<file path="src/rtl/dac_i2s_transmitter.sv">
// I2S master transmitter for a 24-bit stereo DAC: derives SCK/BCK/LRCK from
// cmn_clk and serialises one buffered sample pair per 64-BCK frame.
module dac_i2s_transmitter #(
    parameter int BCK_HALF = 49,
    parameter int SCK_BIT  = 3
) (
    input  logic        cmn_clk,
    input  logic        cmn_rst,
    input  logic        s_tvalid,
    output logic        s_tready,
    input  logic [23:0] s_left,
    input  logic [23:0] s_right,
    output logic        dac_sck,
    output logic        dac_bck,
    output logic        dac_lrck,
    output logic        dac_din,
    output logic        underrun,
    output logic        frame_start
);

    localparam int CW = (BCK_HALF > 2) ? $clog2(BCK_HALF) : 1;

    logic [3:0]    r_sck_cnt;
    logic [CW-1:0] r_bck_cnt;
    logic          r_bck;
    logic [5:0]    r_bit;
    logic          r_lrck;
    logic          r_din;
    logic          r_underrun;
    logic          r_frame_start;
    logic          r_tready;
    logic          r_full;
    logic [23:0]   r_sh_l;
    logic [23:0]   r_sh_r;
    logic [23:0]   r_buf_l;
    logic [23:0]   r_buf_r;

    logic          w_bck_tc;
    logic          w_fall;
    logic          w_load;
    logic          w_xfer;
    logic          w_full_nxt;
    logic [5:0]    w_bit_nxt;
    logic [4:0]    w_k;
    logic          w_in_word;
    logic          w_data_bit;

    assign w_bck_tc   = (r_bck_cnt == CW'(BCK_HALF - 1));
    assign w_fall     = w_bck_tc && r_bck;
    assign w_load     = w_fall && (r_bit == 6'd63);
    assign w_xfer     = s_tvalid && r_tready;
    assign w_bit_nxt  = r_bit + 6'd1;
    assign w_k        = w_bit_nxt[4:0];
    // Slot bit 0 is the I2S one-bit delay; bits 1..24 carry the word MSB first.
    assign w_in_word  = (w_k != 5'd0) && (w_k <= 5'd24);
    assign w_data_bit = w_bit_nxt[5] ? r_sh_r[23] : r_sh_l[23];
    // A transfer coinciding with a load from empty lands in the buffer.
    assign w_full_nxt = (r_full && !w_load) || w_xfer;

    always_ff @(posedge cmn_clk or posedge cmn_rst) begin
        if (cmn_rst) begin
            r_sck_cnt <= 4'd0;
            r_bck_cnt <= '0;
            r_bck     <= 1'b0;
        end else begin
            r_sck_cnt <= r_sck_cnt + 4'd1;
            if (w_bck_tc) begin
                r_bck_cnt <= '0;
                r_bck     <= ~r_bck;
            end else begin
                r_bck_cnt <= r_bck_cnt + CW'(1);
            end
        end
    end

    always_ff @(posedge cmn_clk or posedge cmn_rst) begin
        if (cmn_rst) begin
            r_bit         <= 6'd63;
            r_lrck        <= 1'b0;
            r_din         <= 1'b0;
            r_underrun    <= 1'b0;
            r_frame_start <= 1'b0;
            r_sh_l        <= 24'd0;
            r_sh_r        <= 24'd0;
        end else begin
            r_underrun    <= w_load && !r_full;
            r_frame_start <= w_load;
            if (w_fall) begin
                r_bit  <= w_bit_nxt;
                r_lrck <= w_bit_nxt[5];
                r_din  <= w_in_word && w_data_bit;
                if (w_load) begin
                    r_sh_l <= r_full ? r_buf_l : 24'd0;
                    r_sh_r <= r_full ? r_buf_r : 24'd0;
                end else if (w_in_word) begin
                    if (w_bit_nxt[5]) begin
                        r_sh_r <= {r_sh_r[22:0], 1'b0};
                    end else begin
                        r_sh_l <= {r_sh_l[22:0], 1'b0};
                    end
                end
            end
        end
    end

    always_ff @(posedge cmn_clk or posedge cmn_rst) begin
        if (cmn_rst) begin
            r_full   <= 1'b0;
            r_tready <= 1'b0;
            r_buf_l  <= 24'd0;
            r_buf_r  <= 24'd0;
        end else begin
            r_full   <= w_full_nxt;
            r_tready <= !w_full_nxt;
            if (w_xfer) begin
                r_buf_l <= s_left;
                r_buf_r <= s_right;
            end
        end
    end

    assign dac_sck     = r_sck_cnt[SCK_BIT];
    assign dac_bck     = r_bck;
    assign dac_lrck    = r_lrck;
    assign dac_din     = r_din;
    assign underrun    = r_underrun;
    assign frame_start = r_frame_start;
    assign s_tready    = r_tready;

endmodule

</file>
<file path="config.mk">
export PLATFORM = sky130hd
export DESIGN_NAME = dac_i2s_transmitter
export DESIGN_NICKNAME = d
export VERILOG_FILES = /design/src/rtl/dac_i2s_transmitter.sv
export SDC_FILE = /design/constraint.sdc
export NUM_CORES = 1
export LEC_CHECK = 0
export BUFFER_PORTS_ARGS = -buffer_cell sky130_fd_sc_hd__buf_2
export CAP_MARGIN = 20
export CORE_UTILIZATION = 41
export CTS_CLUSTER_DIAMETER = 40
export DETAILED_ROUTE_END_ITERATION = 7
export SLEW_MARGIN = 0
export SYNTH_ARGS = -nofsm -noshare
export SYNTH_HDL_FRONTEND = slang
export SYNTH_SLANG_ARGS = --single-unit
</file>
<file path="constraint.sdc">
create_clock -name cmn_clk -period 3.72 [get_ports cmn_clk]
set_input_delay 0.744 -clock cmn_clk [delete_from_list [all_inputs] [get_ports cmn_clk]]
set_output_delay 0.744 -clock cmn_clk [all_outputs]
set_load 0.02 [all_outputs]
</file>
# After elaboration in Yosys (flattened, before gate mapping)
# Index checks and enable logic that the tools add are counted.
# totals
ff_bits	119
inputBits	51
elab_cells	48
# classes
magnitude_cmp	1
reduce_logical	16
n_eq_ne	3
n_addsub	3
n_mux	10
bitwise_logic	1
# op_table
op	count
$mux 24	8
$add 6x1->6 const B	2
$eq 6x6->1 const B	2
$logic_and 1x1->1	7
$mux 6	1
$reduce_and 3->1	2
$le 5x5->1 const B	1
$reduce_bool 5->1	1
$add 4x1->4 const B	1
$reduce_bool 2->1	2
$logic_not 1->1	3
$ne 2x2->1 const B	1
$logic_or 1x1->1	1
$mux 1	1
$not 1->1	1

# Logic depth before layout (Yosys ltp)
# Gate-level depths: netlist of run 1.
# depth
word_depth	7
depth_mapped	11

# Worst setup path after synthesis of run 1
# No wires, ideal clock.
# synth_path
path_kind	flip-flop to flip-flop
from	reg r_bit[0]
to	reg r_sh_r[13]
n_path_buf	2
t_arrival_ps	2067
t_required_ps	3589
setup_slack_ps	1523
period_less_slack_ps	2197
path_stages_with_launch	10
cell_sequence	dfstp_2 > ha_1 > buf_4 > and2b_1 > o221ai_2 > a21oi_2 > o211ai_4 > buf_8 > mux2i_1 > o21ai_1
# synth_via
elab_chain_cells	5
# synth_lines
item	line	source
start, declared	26	logic [5:0] r_bit;
start signal, assigned	89	r_bit <= w_bit_nxt;
$add 6x1->6	52	assign w_bit_nxt = r_bit + 6'd1;
$le 5x5->1 / $reduce_bool 5->1 (equally long branches)	55	assign w_in_word = (w_k != 5'd0) && (w_k <= 5'd24);
$logic_and 1x1->1	55	
$reduce_bool 2->1 (no line)	n/a	
$reduce_and 3->1 (no line)	n/a	
end signal, assigned	94	r_sh_r <= r_full ? r_buf_r : 24'd0;
end signal, assigned	97	r_sh_r <= {r_sh_r[22:0], 1'b0};
end, declared	34	logic [23:0] r_sh_r;
# Several ways; a longest one is shown, not always the timed one.
# A chain may end at the register's enable or synchronous reset.

# Final worst setup path of run 1
# layout_path
from	reg r_bit[0]
to	reg r_sh_l[4]
# layout_via
elab_chain_cells	5
# layout_lines
item	line	source
$add 6x1->6	52	
$le 5x5->1 / $reduce_bool 5->1 (equally long branches)	55	
$logic_and 1x1->1	55	
$reduce_bool 2->1 (no line)	n/a	
$reduce_and 3->1 (no line)	n/a	
end signal, assigned	93	r_sh_l <= r_full ? r_buf_l : 24'd0;
end signal, assigned	99	r_sh_l <= {r_sh_l[22:0], 1'b0};
end, declared	33	logic [23:0] r_sh_l;
# Several ways; a longest one is shown, not always the timed one.

==> results of run 1 <==
==> metrics by stage <==
stage,worst slack [ns],power [uW],hold slack (ns),cell area (um^2)
3_5_place_dp,1.095,1376,0.4485,5623
5_1_grt,0.8936,3188,0.4712,6257
4_1_cts,1.087,3122,0.4575,6257
2_1_floorplan,1.523,1338,0.4224,5166
3_3_place_gp,1.134,1375,0.4345,5603
6_report,1.090,3081,0.4562,6257
==> cells by family after synthesis <==
group	count (synthesis)	share of synthesized area
xor gates and xnor gates	12	0.02036
and+or+nand+nor	95	0.08217
muxes	95	0.1958
AOI/OAI and AO/OA	65	0.07732
buffers and inverters	31	0.03393
adders and majority gates	5	0.01212
DFF	119	0.5783
==> state kept, by name, indices dropped and copies added (netlist names), 4 cells and up <==
signal,flops
r_buf_r,24
r_sh_l,24
r_buf_l,24
r_bck_cnt,6
r_sh_r,24
r_sck_cnt,4
r_bit,6
==> metal layers <==
layer	track usage	up-vias
met5	0	-
met4	0.06061	0
met3	0.04659	13
met2	0.2485	70
met1	0.2133	1578
li1	-	1590
==> cell usage in the layout, fill, tap and decap left out, types with 2 or more instances in the layout <==
master      instances
ha_1                5
xnor2_1             8
clkbuf_16          17
clkinvlp_4          2
a21oi_1             3
mux2_2             48
nor2_1              8
xor2_1              4
bufinv_16           4
dfrtp_1           113
o21ai_0            12
nand4_1             3
nor2b_1             2
nand3_1             8
clkbuf_8            4
clkbuf_1            3
nand2_1            62
buf_4               5
clkinv_2            3
o211ai_4            2
buf_12              3
buf_2              57
inv_1               7
dfstp_2             6
o21ai_1            39
nor3_1              2
mux2i_1            47
==> final cells by class <==
| cell class | instances | area (um^2) | area share |
|---|---|---|---|
| Clock buffer | 24 | 491.7 | 0.07858 |
| Tap cell | 168 | 210.2 | 0.03359 |
| Multi-Input combinational cell | 272 | 2011 | 0.3213 |
| Inverter | 8 | 33.78 | 0.005399 |
| Timing Repair Buffer | 65 | 382.9 | 0.06119 |
| Sequential cell | 119 | 2985 | 0.4771 |
| Clock inverter | 8 | 142.6 | 0.02280 |
==> worst min-delay path by stage <==
stage                   endpoint  cells after the start
finish              r_sck_cnt[0]                      1
global route        r_sck_cnt[0]                      1
CTS                 r_sck_cnt[0]                      1
detailed placement  r_sck_cnt[0]                      1
global placement    r_sck_cnt[0]                      1
floorplan           r_sck_cnt[0]                      1
==> where the power goes <==
part           internal (uW)  switching, uW
clock                   1190            542
combinational           21.6           32.6
sequential              1300              0
==> results.sh, run 1 <==
export IMPL_h_tree_depth=4
export IMPL_max_slew_margin=0.3883
export IMPL_cp_arrival_ns=2.91
export IMPL_synthTopCellsByArea="dfrtp_1, mux2_2, mux2i_1"
export IMPL_fin_util=0.5145
export IMPL_fin_crit_ns=2.630
export IMPL_hold_violations=0
export IMPL_wl_met3_um=354
export IMPL_startpoint_type="flop"
export IMPL_core_area_um2=12160
export IMPL_portBuffers=57
export IMPL_dpl_cell_count=632
export IMPL_first_global_vias=3502
export IMPL_cp_required_ns=4.00
export IMPL_cp_cell_sequence="ha_1, and2b_1, o221ai_2, a21oi_2, o211ai_4, buf_4, mux2i_1, o21ai_1"
export IMPL_yosys_top_cells_count="dfrtp_1, nand2_1, mux2_2"
export IMPL_wl_met2_um=4222
export IMPL_r2r_end="r_sh_l[4]"
export IMPL_setup_tns_ns=0
export IMPL_cts_buffer_depth=2
export IMPL_ys_seq_elements=119
export IMPL_cts_tree="yes"
export IMPL_critical_path_depth=8
export IMPL_min_path_type="reg -> reg"
export IMPL_vias=3251
export IMPL_synth_most_common_cell="dfrtp_1"
export IMPL_die_w_um=114.2
export IMPL_fin_skew_ns=0.008887
export IMPL_yosysTopAreaCell="dfrtp_1"
export IMPL_n_antenna_cell=0
export IMPL_rsz0062_at_grt="false"
export IMPL_p_per_area_nw_per_um2=492.4
export IMPL_cp_slowest_cell="dfstp_2"
export IMPL_start_util=0.4245
export IMPL_dieArea_um2=13040
export IMPL_finalSetupViolCount=0
export IMPL_grt_usage=0.1603
export IMPL_cp_endpoint="r_sh_l[4]"
export IMPL_reg2regPathDepth=8
export IMPL_syn_avg_cell_area_um2=12.23
export IMPL_reg2reg_from="r_bit[0]"
export IMPL_rrSetupSlack_ns=1.09
export IMPL_crit_type="reg -> reg"
export IMPL_min_from="r_sck_cnt[0]"
export IMPL_ir_drop_mv=0.2717
export IMPL_layout_drive_gt1_share=0.3185
export IMPL_worstSetupStartpoint="r_bit[0]"
export IMPL_layout_area_overhead_vs_synth_pct=21.21
export IMPL_dpl_hpwl_um=6143
export IMPL_cts_clk_slew_worst_paths_ns=0.05
export IMPL_wl_per_cell_um=13.88
export IMPL_wl_met1_um=4498
export IMPL_drt_iter0_drc=118
export IMPL_postCtsHoldBufs=0
export IMPL_synth_nets=478
export IMPL_routed_via_density=4.896
export IMPL_cts_sinks=119
export IMPL_synth_flop_cell="dfrtp_1"
export IMPL_ys_seq_area_frac=0.5783
export IMPL_cts_setup_buffers=0
export IMPL_tightest_slew_ns=0.9157
export IMPL_yosysWarningCount=0
export IMPL_fin_crit_sh=0.7069
export IMPL_cap_violations=0
export IMPL_end_kind="flop"
export IMPL_synth_top_cell_area_share=0.5477
export IMPL_grt_max_degree=60
export IMPL_worstPathMaxFanout=18
export IMPL_fp_row_count=40
export IMPL_synth_cells=422
export IMPL_max_freq_mhz=380.3
export IMPL_clk_latency_ns=0.40
export IMPL_drt_first_pass_iters=7
export IMPL_top_layer_used="met4"
export IMPL_ant_nets=0
export IMPL_drt_wl_total_um=9216
export IMPL_grt_pass1_wl_um=16260
export IMPL_grt_overflow=0
export IMPL_antenna_found_initial=0
export IMPL_async_flop_share=1.000
export IMPL_gp_congestion=0.7814
export IMPL_fill_cells=1097
export IMPL_crit_family="compound AO/OA/AOI/OAI gates"
export IMPL_boundaryPins=58
export IMPL_ctsResizeCount=0
export IMPL_layoutNonFillerInstCount=664
export IMPL_layout_nets=539
export IMPL_critPathBufInv=1
export IMPL_slew_violations=0
export IMPL_leakage_uw=0.003349
export IMPL_synth_distinct_cells=43
export IMPL_synth_edf_count=0
export IMPL_syn_cell_area_um2=5162
export IMPL_remaining_drc_errors=0
export IMPL_status="finished, final reports clean"
export IMPL_root_buffer="clkbuf_16"
export IMPL_chipHeight_um=114.2
export IMPL_crit_path_max_incr_delay_ns=0.59
export IMPL_cts_buffers=17
Power figures use the tool's default switching activity.
==> inputs of run 2 (changes only) <==
==> constraint.sdc (replaced) <==
create_clock -name cmn_clk -period 2.6 [get_ports cmn_clk]
set_input_delay 0.52 -clock cmn_clk [delete_from_list [all_inputs] [get_ports cmn_clk]]
set_output_delay 0.52 -clock cmn_clk [all_outputs]
set_load 0.02 [all_outputs]
==> results.sh, run 2 (synthesis results as in run 1) <==
export IMPL_fp_row_count=40
export IMPL_die_w_um=114.2
export IMPL_top_layer_used="met4"
export IMPL_p_per_area_nw_per_um2=696.9
export IMPL_fin_crit_ns=2.577
export IMPL_power_total_uw=4338
export IMPL_max_slew_margin=0.3425
export IMPL_fin_skew_ns=0.006323
export IMPL_grt_usage=0.1611
export IMPL_end_kind="flop"
export IMPL_cp_cell_sequence="ha_1, and2b_1, o221ai_2, a21oi_2, o211ai_4, mux2i_1, o21ai_0"
export IMPL_n_antenna_cell=0
export IMPL_cts_clk_slew_worst_paths_ns=0.05
export IMPL_drt_iter0_drc=133
export IMPL_h_tree_depth=4
export IMPL_cap_violations=0
export IMPL_layout_area_overhead_vs_synth_pct=20.58
export IMPL_cts_sinks=119
export IMPL_wl_met2_um=4299
export IMPL_grt_overflow=0
export IMPL_max_freq_mhz=388.0
export IMPL_cts_setup_buffers=0
export IMPL_ir_drop_mv=0.5229
export IMPL_wl_met1_um=4430
export IMPL_finalSetupViolCount=0
export IMPL_ant_nets=0
export IMPL_status="finished, final reports clean"
export IMPL_remaining_drc_errors=0
export IMPL_cp_required_ns=2.88
export IMPL_cts_buffers=17
export IMPL_grt_max_degree=120
export IMPL_hold_violations=0
export IMPL_vias=3267
export IMPL_cts_buffer_depth=2
export IMPL_chipHeight_um=114.2
export IMPL_layout_common_cells="dfrtp_1, nand2_1, buf_2"
export IMPL_min_path_type="in -> async"
export IMPL_startpoint_type="flop"
export IMPL_routed_via_density=4.928
export IMPL_ctsResizeCount=0
export IMPL_clk_latency_ns=0.41
export IMPL_layout_drive_gt1_share=0.3212
export IMPL_grt_pass1_wl_um=16000
export IMPL_gp_congestion=0.7597
export IMPL_dpl_hpwl_um=5979
export IMPL_wl_met3_um=507
export IMPL_dieArea_um2=13040
export IMPL_first_global_vias=3366
export IMPL_postCtsHoldBufs=0
export IMPL_worstPathMaxFanout=24
export IMPL_setup_ws_ns=0.02299
export IMPL_wl_per_cell_um=14.01
export IMPL_antenna_found_initial=0
export IMPL_rsz0062_at_grt="true"
export IMPL_final_common_cell="dfrtp_1"
export IMPL_drt_first_pass_iters=4
export IMPL_leakage_uw=0.003337
export IMPL_cp_arrival_ns=2.85
export IMPL_boundaryPins=58
export IMPL_cts_tree="yes"
export IMPL_crit_family="compound AO/OA/AOI/OAI gates"
export IMPL_core_area_um2=12160
export IMPL_critical_path_depth=7
export IMPL_root_buffer="clkbuf_16"
export IMPL_start_util=0.4245
export IMPL_fin_crit_sh=0.9912
export IMPL_layout_nets=538
export IMPL_reg2regPathDepth=7
export IMPL_drt_wl_total_um=9291
export IMPL_critPathBufInv=0
export IMPL_portBuffers=57
export IMPL_crit_path_max_incr_delay_ns=0.80
export IMPL_cp_slowest_cell="o211ai_4"
export IMPL_slew_violations=0
export IMPL_tightest_slew_ns=0.9816
export IMPL_crit_type="reg -> reg"
export IMPL_dp_slack_ns=0.01985
-- run 2: cell type report --
cell class                 count  area [um^2]
multi-input combinational    272         2013
fill                        1098         5937
clock inverter                 8        117.6
inverter                       8        33.78
clock buffer                  24        501.7
tap                          168        210.2
timing repair buffer          64        362.8
sequential                   119         2985
-- run 2: tightest hold or removal path: cells and delay by family --
family,cells,cell delay (ns)
buffers and inverters,3,0.63
-- run 2: layer usage --
layer  vias to the layer above  GRT usage
met3                         7    0.06300
li1                       1589          -
met4                         0    0.05974
met1                      1608     0.2056
met2                        63     0.2481
met5                         -          0
-- run 2: power breakdown --
| group | internal [uW] | total [uW] | switching, uW |
|---|---|---|---|
| logic | 30.0 | 75.4 | 45.5 |
| clock network | 1630 | 2410 | 782 |
| registers | 1860 | 1860 | 0 |
-- run 2: path summary, 6_finish.rpt --
| check | end | slack [ns] | start |
|---|---|---|---|
| setup / recovery | r_sh_r[20] | 0.02 | r_bit[0] |
| setup reg to reg | r_sh_r[20] | 0.02 | r_bit[0] |
| min in group cmn_clk | r_buf_l[16] | 0.33 | s_left[16] |
| hold / removal | frame_start | 0.28 | cmn_rst |
| max in group asynchronous | r_buf_l[9] | 1.86 | cmn_rst |
| hold reg to reg | r_sck_cnt[0] | 0.46 | r_sck_cnt[0] |
-- run 2: metrics by stage --
step | utilization | area (um^2) | hold slack, ns | std cells | TNS, ns
floorplan | - | 5166 | 0.4224 | 422 | 0
CTS | 0.5116 | 6222 | 0.3144 | 663 | 0
global placement | 0.4607 | 5603 | 0.4353 | 631 | 0
finish | 0.5118 | 6225 | 0.2829 | 663 | 0
global route | 0.5118 | 6225 | 0.3218 | 663 | -5.414
detailed placement | 0.4607 | 5603 | 0.4475 | 631 | 0
